==> src/rtl/xdisplay_scan.sv <==
`default_nettype none
// ============================================================================
// Module      : xdisplay_scan
// Description : Time-multiplexed driver for a multi-digit common-anode
//               7-segment display. Holds one raw segment pattern per digit
//               and walks the anode enables one digit per slot, with a short
//               all-dark gap at the start of every slot to suppress ghosting.
//
// Ports       : clk      in   system clock (single domain)
//               rst      in   synchronous active-high reset
//               sel      in   write strobe, one write per cycle
//               addr     in   [ADDR_W-1:0] digit index being written
//               data_in  in   [7:0] raw pattern {dp,g,f,e,d,c,b,a}, 1 = lit
//               en       in   scan enable; 0 = dark, scan parked at digit 0
//               out      out  [N_DIGITS+8-1:0] registered {anodes, segs}
//
// Revision    : 1.0 - initial release
// ============================================================================
module xdisplay_scan #(
    parameter int N_DIGITS      = 4,
    parameter int ADDR_W        = 2,
    parameter int SLOT_CYCLES   = 50000,
    parameter int BLANK_CYCLES  = 500,
    parameter int ANODE_ACT_LOW = 1,
    parameter int SEG_ACT_LOW   = 1
) (
    input  logic                  clk,
    input  logic                  rst,
    input  logic                  sel,
    input  logic [ADDR_W-1:0]     addr,
    input  logic [7:0]            data_in,
    input  logic                  en,
    output logic [N_DIGITS+7:0]   out
);

    // ------------------------------------------------------------------------
    // Constants
    // ------------------------------------------------------------------------
    localparam int CNT_W = $clog2(SLOT_CYCLES);

    localparam logic [CNT_W-1:0]    c_cnt_last  = CNT_W'(SLOT_CYCLES - 1);
    localparam logic [N_DIGITS-1:0] c_anode_off = (ANODE_ACT_LOW != 0) ?
                                                  {N_DIGITS{1'b1}} : {N_DIGITS{1'b0}};
    localparam logic [7:0]          c_seg_off   = (SEG_ACT_LOW != 0) ? 8'hFF : 8'h00;
    localparam logic [N_DIGITS+7:0] c_out_off   = {c_anode_off, c_seg_off};

    // ------------------------------------------------------------------------
    // Elaboration-time parameter sanity checks
    // ------------------------------------------------------------------------
    generate
        if ((N_DIGITS < 2) || (N_DIGITS > 8) ||
            ((N_DIGITS & (N_DIGITS - 1)) != 0) ||
            ((1 << ADDR_W) != N_DIGITS)) begin : g_bad_digits
            $error("xdisplay_scan: N_DIGITS must be a power of two in 2..8 and equal 2**ADDR_W");
        end
        if (SLOT_CYCLES < 2) begin : g_bad_slot
            $error("xdisplay_scan: SLOT_CYCLES must be at least 2");
        end
        if ((BLANK_CYCLES < 0) || (BLANK_CYCLES >= SLOT_CYCLES)) begin : g_bad_blank
            $error("xdisplay_scan: BLANK_CYCLES must lie in 0..SLOT_CYCLES-1");
        end
    endgenerate

    // ------------------------------------------------------------------------
    // State
    // ------------------------------------------------------------------------
    logic [7:0]          r_digit [N_DIGITS];
    logic [CNT_W-1:0]    r_cnt;
    logic [ADDR_W-1:0]   r_idx;
    logic [N_DIGITS+7:0] r_out;

    // ------------------------------------------------------------------------
    // Combinational helpers
    // ------------------------------------------------------------------------
    logic                w_slot_end;
    logic                w_in_blank;
    logic                w_hit_idx;
    logic [7:0]          w_seg_raw;
    logic [N_DIGITS-1:0] w_anode_onehot;
    logic [N_DIGITS+7:0] w_show;

    assign w_slot_end = (r_cnt == c_cnt_last);

    // With no blanking gap the comparison would be against zero and is
    // always false, so it is removed structurally rather than left to the
    // optimiser.
    generate
        if (BLANK_CYCLES > 0) begin : g_blank
            assign w_in_blank = (r_cnt < CNT_W'(BLANK_CYCLES));
        end else begin : g_no_blank
            assign w_in_blank = 1'b0;
        end
    endgenerate

    // A write aimed at the digit currently being shown is forwarded straight
    // to the output so the display never shows the stale pattern for a cycle.
    assign w_hit_idx = sel && (addr == r_idx);
    assign w_seg_raw = w_hit_idx ? data_in : r_digit[r_idx];

    // One-hot by construction: at most one anode can ever be driven active.
    assign w_anode_onehot = N_DIGITS'(1) << r_idx;

    assign w_show = {w_anode_onehot ^ c_anode_off, w_seg_raw ^ c_seg_off};

    // ------------------------------------------------------------------------
    // Sequential logic
    // ------------------------------------------------------------------------
    always_ff @(posedge clk) begin
        if (rst) begin
            for (int i = 0; i < N_DIGITS; i++) begin
                r_digit[i] <= 8'h00;
            end
            r_cnt <= '0;
            r_idx <= '0;
            r_out <= c_out_off;
        end else begin
            // Pattern writes are independent of the scan state.
            if (sel) begin
                r_digit[addr] <= data_in;
            end

            if (!en) begin
                // Parked: dark output, next enable starts a fresh digit-0 slot
                // including its full blanking phase.
                r_cnt <= '0;
                r_idx <= '0;
                r_out <= c_out_off;
            end else begin
                if (w_slot_end) begin
                    r_cnt <= '0;
                    // N_DIGITS == 2**ADDR_W, so natural overflow is the wrap.
                    r_idx <= r_idx + ADDR_W'(1);
                end else begin
                    r_cnt <= r_cnt + CNT_W'(1);
                end

                // Output reflects the pre-edge position, one cycle behind
                // the counter.
                r_out <= w_in_blank ? c_out_off : w_show;
            end
        end
    end

    assign out = r_out;

endmodule
`default_nettype wire
==> config.mk <==
export PLATFORM = sky130hd
export DESIGN_NAME = xdisplay_scan
export DESIGN_NICKNAME = d
export VERILOG_FILES = /design/src/rtl/xdisplay_scan.sv
export SDC_FILE = /design/constraint.sdc
export NUM_CORES = 1
export LEC_CHECK = 0
export CAP_MARGIN = 15
export CORE_MARGIN = 2
export CORE_UTILIZATION = 51
export CTS_CLUSTER_DIAMETER = 80
export DETAILED_ROUTE_END_ITERATION = 16
export GPL_TIMING_DRIVEN = 0
export PLACE_DENSITY = 0.87
export SKIP_CTS_REPAIR_TIMING = 1
export SYNTH_ARGS = -nofsm -noshare
export SYNTH_HDL_FRONTEND = slang
export SYNTH_SLANG_ARGS = --single-unit
==> constraint.sdc <==
create_clock -name clk -period 1.36 [get_ports clk]
set_input_delay 0.272 -clock clk [delete_from_list [all_inputs] [get_ports clk]]
set_output_delay 0.272 -clock clk [all_outputs]
set_load 0.005 [all_outputs]
## Yosys cells after proc, flatten, opt, wreduce, memory -nomap -nowiden

Memory sizes are Yosys's and may differ from the RTL's. A register that Yosys moved wholly into a read port is not among the register bits.
Cells that the tools add are included.
Widths: inputs -> output; s select.

| operators by class | value |
|---|---|
| eq/ne operators | 2 |
| multiplexer cells | 11 |
| $mul | 0 |
| shift operators | 1 |
| bitwise logic cells | 3 |
| add/sub/neg operators | 2 |
| div/mod/pow operators | 0 |
| magnitude comparators | 1 |
| reduce and logical (&&, ||, !) cells | 5 |

Operators by type and width:

| kind | count |
|---|---|
| $add 16x1->16 const B | 1 |
| $eq 16x16->1 const B | 1 |
| $lt 16x9->1 const B | 1 |
| $mux 8 | 2 |
| $not 8->8 | 1 |
| $reduce_or 8->1 | 1 |
| $mux 1 | 6 |
| $mux 2 | 3 |
| $reduce_or 3->1 | 2 |
| $not 4->4 | 1 |
| $shl 1x2->4 const A | 1 |
| $add 2x1->2 const B | 1 |
| $eq 2x2->1 | 1 |
| $reduce_or 2->1 | 1 |
| $logic_and 1x1->1 | 1 |
| $not 1->1 | 1 |

| storage, ports and cells | value |
|---|---|
| bits in read-only memories | 0 |
| latch bits | 0 |
| memories kept | 1 |
| output and inout bits | 12 |
| flip-flop bits (word level) | 30 |
| bits of input ports | 14 |
| memory bits (writable) | 32 |

Memories:

| memory | words | width | rd ports | clocked after memory_dff | write ports | RTL line | source |
|---|---|---|---|---|---|---|---|
| r_digit | 4 | 8 | 1 | 1 | 4 | 67 | `logic [7:0] r_digit [N_DIGITS];` |

## Logic depth before layout (Yosys ltp)

Gate-level depths: netlist (run 1).

| logic depth | value |
|---|---|
| depth in word-level cells | 5 |
| depth in mapped cells | 6 |

## Worst setup path after synthesis (run 1)

Ideal clock, no wire load.

| timing path | value |
|---|---|
| kind | register to register |
| from | register r_cnt[0] |
| to | register r_cnt[12] |
| library setup time | 0.115 ns |
| stages on the path, launching flop included | 7 |
| clock period less this slack | 1.385 ns |
| data arrival time | 1.270 ns |
| path buffers | 1 |
| slack | -0.025 ns |
| path through | dfxtp_1 ha_1 and3_1 nand4_2 nand2b_2 buf_6 nor2_1 |

| between the ends | value |
|---|---|
| word-level cells in the longest chain between the ends | 2 |
| elaborated cells on any way between the ends | 3 |
| those cells by class | add/sub: 1; eq/ne: 1; reduce/logical: 1 |

Ends and longest elaborated chain:

| what | RTL line | source |
|---|---|---|
| start: declaration | 68 | `logic [CNT_W-1:0] r_cnt;` |
| start signal: assignment | 134 | `r_cnt <= r_cnt + CNT_W'(1);` |
| branches (longest 2 deep; another with $add 16x1->16) | - |  |

Parallel ways; which one is timed is not known.
A chain may end at the register's enable or synchronous reset.

## Worst setup path after layout (run 1)

| timing path | value |
|---|---|
| from | register r_cnt[0] |
| to | register r_cnt[14] |

Same word-level chain as after synthesis.

==> results of run 1 <==
final cells by class:
cell class	instances	area [sq um]	share of cell area [%]
sequential	64	1630	43.2
multi-input combinational	144	1380	36.7
timing repair buffer	39	417	11.0
clock buffer	12	155	4.11
tap	72	90.1	2.39
buffer	4	53.8	1.43
inverter	6	22.5	0.597
clock inverter	4	20.0	0.531
state kept, by name (all words and copies together) (netlist names), named ones only:
name     cells
out         12
r_idx        2
r_cnt       16
r_digit     32
metal layers:
layer,routed length (microns),GRT usage (%)
met1,2850,25.6
met2,3820,31.5
met3,448,5.63
met4,229,9.12
met5,13,0
Yosys cell counts (all sizes together), types with 2 or more instances:
| cell type | count | share of area [%] |
|---|---|---|
| xor2 | 3 | 0.93 |
| nor3b | 2 | 0.89 |
| ha | 5 | 2.2 |
| nor3 | 5 | 1.1 |
| edfxtp | 32 | 34 |
| nor4 | 5 | 2.2 |
| xnor2 | 14 | 4.4 |
| nand2b | 3 | 0.76 |
| nor2 | 21 | 2.8 |
| clkbuf | 2 | 0.36 |
| or2 | 3 | 0.67 |
| mux2 | 8 | 3.2 |
| nand2 | 14 | 2.0 |
| and3 | 2 | 0.44 |
| dfxtp | 32 | 23 |
| inv | 6 | 0.80 |
| mux4 | 8 | 6.4 |
| buf | 4 | 1.3 |
| and2 | 32 | 7.1 |
| nand4 | 6 | 1.8 |
| nand3 | 6 | 1.2 |
critical path: stages, from the launching register on:
cell and delay (ns):
dfxtp_4 0.38, ha_4 0.14, nand4_1 0.19, nor4_2 0.41, xnor2_1 0.16, nor2_1 0.06
where the power goes:
part / leakage (nW) / internal (mW) / switching [mW] / total [mW]
Combinational: 0.689 / 0.143 / 0.136 / 0.279
Sequential: 0.577 / 2.09 / 0.0311 / 2.12
Clock: 0.0959 / 0.748 / 0.732 / 1.48
worst min path at each step:
| stage | start | to | slack, ns |
|---|---|---|---|
| 3_5_place_dp | r_cnt[0] | r_cnt[0] | 0.47 |
| 6_report | rst | flop | 0.51 |
| 5_1_grt | rst | flop | 0.53 |
| 3_3_place_gp | r_cnt[0] | r_cnt[0] | 0.45 |
| 2_1_floorplan | r_cnt[0] | r_cnt[0] | 0.44 |
| 4_1_cts | r_cnt[0] | r_cnt[0] | 0.49 |
metrics by stage:
stage / instances / setup WS [ns] / hold slack (ns)
final: 345 / -0.0942 / 0.512
after detailed placement: 317 / -0.889 / 0.473
after global placement: 317 / -0.836 / 0.451
after CTS: 333 / -0.537 / 0.487
after global routing: 345 / -0.190 / 0.528
after floorplan: 220 / 0.00623 / 0.440
cell families (layout without fill, tap and decap cells):
kind of cell | after synthesis | count (layout) | synth area share, %
buffers and inverters | 12 | 65 | 2.49
and+or+nand+nor | 102 | 102 | 22.0
DFF | 64 | 64 | 57.0
adders and majority gates | 5 | 5 | 2.23
muxes | 17 | 17 | 9.97
xor gates and xnor gates | 17 | 17 | 5.30
AOI/OAI and AO/OA | 3 | 3 | 1.07
==> reports/metrics.csv, run 1 <==
metric;value;unit
crit path launch type;flop;
worst r2r src;r_cnt[0];
RSZ-0062 raised after global routing;true;
DP HPWL;3630;microns
relative slew slack;71.5;%
violations in the final reports;design-rule violations, negative setup slack;
MaxCap Viol Count;0;
die footprint;6120;sq um
CTS Buf Count;9;
minimum clock period;1.45;ns
R2R depth;5;
LEAKAGE;1.36;nW
final cycle utilization of the critical path;107;%
diode count;0;
core area;5410;sq um
share of cells above drive strength 1;37.7;%
H-tree Lvls;3;
wire per inst;21.3;microns
Hold Crit Class;in2reg;
clk buf depth;2;
Power Dens Cells;1030;nW/um^2
sequential area share after synthesis;57.0;%
Final Total Pwr;3.88;mW
final wirelength;7350;microns
Layout Skew;0.00866;ns
R2R Setup Slk;-0.09;ns
synthesis-stage register bit count;64;
Crit. Startpoint;r_cnt[0];
DRT Pass-1 Iters;12;
crit end category;flop;
Filler cells;319;
top_reg_cell synth;edfxtp_1;
Post-Syn Instances;220;
Placed Area;3160;sq um
number of distinct library cells after synthesis;34;
vias per cell;5.68;
post-route ant nets;0;
peak supply drop;0.567;mV
Port Buffers;25;
highest-count cells in the layout ignoring fill and taps;32 x and2_1, 32 x edfxtp_1, 21 x dfxtp_1, 16 x dlymetal6s2s_1, 13 x xnor2_1;
Slew Viols, Final;0;
clk sink count;64;
CTS tree;yes;
Slew @ Worst Pin;0.426;ns
hold path depth;3;
syn_nets;239;
vias post-DR;1961;
Crit Path Class;reg2reg;
FMAX;688;MHz
Worst Slack Setup Final;-0.0942;ns
DRC errors left;1;
gp weighted congestion;0.785;
CP Max Fanout;4;
Overall Global Routing Usage;20.0;%
final hold violation count;0;
Cell Area, Synth;2810;sq um
Clk pin slew, worst setup/hold paths;0.07;ns
Yosys Warn Count;0;
Final Instance Area;3770;sq um
worst setup path end;r_cnt[14];
initial drt markers;178;
Worst-Skew Late Latency;0.35;ns
CP Data Arrival Time;1.70;ns
outcome;finished with violations;
clock root buffer;clkbuf_8;
largest net degree at the start of global routing;12;
CP required;1.61;ns
Synth Area per Inst;12.8;sq um
Top-Level Pins;26;
GRT overflow;0;
initial antenna violation count;1;
Rows;27;
first-pass GRT wire length;8930;microns
Die W;78.2;microns
Layout Utilization;69.8;%
ys async rst share;0;%
Post-synth EDFFs;32;
NumNets Final;287;
Reg-to-Reg End;r_cnt[14];
die height;78.2;microns
synthesis-to-layout area growth;34.2;%
final setup vio count;23;
Initial Util;52.0;%
vias in the first global route;1770;
Post-Route Setup TNS;-1.32;ns
(Power assumes the default switching activity.)
==> run 2: changes to the inputs <==
--- a/config.mk
+++ b/config.mk
@@ -5,12 +5,12 @@
 export SDC_FILE = /design/constraint.sdc
 export NUM_CORES = 1
 export LEC_CHECK = 0
-export CAP_MARGIN = 15
 export CORE_MARGIN = 2
 export CORE_UTILIZATION = 51
 export CTS_CLUSTER_DIAMETER = 80
 export DETAILED_ROUTE_END_ITERATION = 16
 export GPL_TIMING_DRIVEN = 0
+export MAX_ROUTING_LAYER = met4
 export PLACE_DENSITY = 0.87
 export SKIP_CTS_REPAIR_TIMING = 1
 export SYNTH_ARGS = -nofsm -noshare
==> reports/metrics.csv, run 2 (synthesized netlist as in run 1, its figures left out) <==
metric;value;unit;change
Reg-to-Reg End;r_cnt[14];;
Post-Route Setup TNS;-1.29;ns;+0.0312 ns
Cell Chain, Critical Path;ha_4 > nand4_1 > nor4_2 > xnor2_1 > nor2_1;;
area of the multi-input gates;1380;sq um;unchanged
Initial Util;52.0;%;unchanged
relative slew slack;71.8;%;+0.24 points
clk sink count;64;;unchanged
initial drt markers;193;;+8.4%
R2R Setup Slk;-0.11;ns;about the same
# placed instances;317;;unchanged
CTS tree;yes;;
Port Buffers;25;;unchanged
Final Total Pwr;3.87;mW;-0.34%
Largest register FFs;32;;unchanged
RSZ-0062 raised after global routing;true;;
Layout Utilization;69.8;%;about the same
violations in the final reports;negative setup slack;;
vias post-DR;1939;;-1.1%
LEAKAGE;1.36;nW;unchanged
die height;78.2;microns;unchanged
Reg area;1630;sq um;unchanged
first-pass GRT wire length;8930;microns;unchanged
Worst-Skew Late Latency;0.35;ns;about the same
Power Dens Cells;1020;nW/um^2;-0.41%
Final Non-Filler Cells;346;;+0.29%
Crit Path Class;reg2reg;;
Filler cells;320;;+0.31%
CP max stage delay;0.43;ns;+0.02 ns
share of cells above drive strength 1;37.7;%;unchanged
peak supply drop;0.560;mV;-1.4%
vias in the first global route;1769;;-0.056%
Hold Crit Class;in2reg;;
CP required;1.60;ns;about the same
Placed Area;3160;sq um;unchanged
Most flops, register;r_digit;;
core area;5410;sq um;unchanged
Worst Slack Setup Final;-0.108;ns;-0.0133 ns
DP HPWL;3630;microns;unchanged
crit end category;flop;;
worst r2r src;r_cnt[0];;
post-route ant nets;0;;unchanged
Die W;78.2;microns;unchanged
final cycle utilization of the critical path;108;%;+0.98 points
synthesis-to-layout area growth;34.3;%;about the same
hold path depth;3;;unchanged
vias per cell;5.60;;-1.4%
MaxCap Viol Count;0;;unchanged
R2R depth;5;;unchanged
die footprint;6120;sq um;unchanged
CP max stage cell;nor4_2;;
Crit. Startpoint;r_cnt[0];;
CP Max Fanout;4;;unchanged
Final Instance Area;3770;sq um;about the same
CTS Buf Count;9;;unchanged
DRC errors left;0;;-1
H-tree Lvls;3;;unchanged
initial antenna violation count;1;;unchanged
Rows;27;;unchanged
NumNets Final;287;;unchanged
Crit path depth;5;;unchanged
Slew @ Worst Pin;0.423;ns;-0.00366 ns
Slew Viols, Final;0;;unchanged
crit path launch type;flop;;
worst path bufs/invs;0;;unchanged
final setup vio count;26;;+13%
clk buf depth;2;;unchanged
final wirelength;7320;microns;-0.44%
outcome;finished with violations;;
FMAX;681;MHz;-0.91%
largest net degree at the start of global routing;12;;unchanged
minimum clock period;1.47;ns;+0.0133 ns
Top-Level Pins;26;;unchanged
DRT Pass-1 Iters;11;;-1
gp weighted congestion;0.796;;+1.4%
highest-count cells in the layout ignoring fill and taps;32 x and2_1, 32 x edfxtp_1, 21 x dfxtp_1, 16 x dlymetal6s2s_1, 13 x xnor2_1;;
final hold violation count;0;;unchanged
CP top delay family;simple AND/OR/NAND/NOR gates;;
Clk pin slew, worst setup/hold paths;0.07;ns;about the same
worst setup path end;r_cnt[14];;
wire per inst;21.2;microns;-0.72%
CP Data Arrival Time;1.71;ns;about the same
Layout Skew;0.00839;ns;-0.000268 ns
Overall Global Routing Usage;20.5;%;+0.59 points
clock root buffer;clkbuf_8;;
GRT overflow;0;;unchanged
run 2: cell count changes in the layout (fill, tap and decap cells not counted), sizes merged:
cell / previous run / this run
diode: 0 / 1
run 2: worst reg2reg max path, stage by stage, from the launching register on:
cell and delay, ns:
dfxtp_4 0.38, ha_4 0.14, nand4_1 0.19, nor4_2 0.43, xnor2_1 0.17, nor2_1 0.06
run 2: report_power, final:
group	leakage [nW]	internal, mW	switching, mW	total (mW)
clock network	0.0959	0.748	0.719	1.47
registers	0.577	2.09	0.0302	2.12
logic	0.689	0.144	0.136	0.280
run 2: how the worst min path moves through the flow:
stage	from	to
after global placement	r_cnt[0]	r_cnt[0]
final	rst	r_cnt[5]
after detailed placement	r_cnt[0]	r_cnt[0]
after CTS	r_cnt[0]	r_cnt[0]
after global routing	rst	flop
after floorplan	r_cnt[0]	r_cnt[0]
run 2: stage by stage:
stage               hold slack [ns]  setup slack, ns
finish                        0.513           -0.108
global route                  0.525           -0.185
CTS                           0.487           -0.537
detailed placement            0.473           -0.889
global placement              0.451           -0.836
floorplan                     0.440          0.00623
run 2: metal layers:
layer  GRT usage [%]  routed length [microns]  vias up
met1            25.8                     2800      968
met3            5.63                      475       25
met4            9.12                      236        0
met2            31.4                     3810       75
met5               -                        0        -
li1                -                        -      871
run 2: cell type report:
class                      count  share of cell area, %
multi-input combinational    144                   36.7
sequential                    64                   43.2
clock buffer                  12                   4.11
antenna                        1                 0.0663
inverter                       6                  0.597
buffer                         4                   1.43
timing repair buffer          39                   11.0
tap                           72                   2.39
clock inverter                 4                  0.530
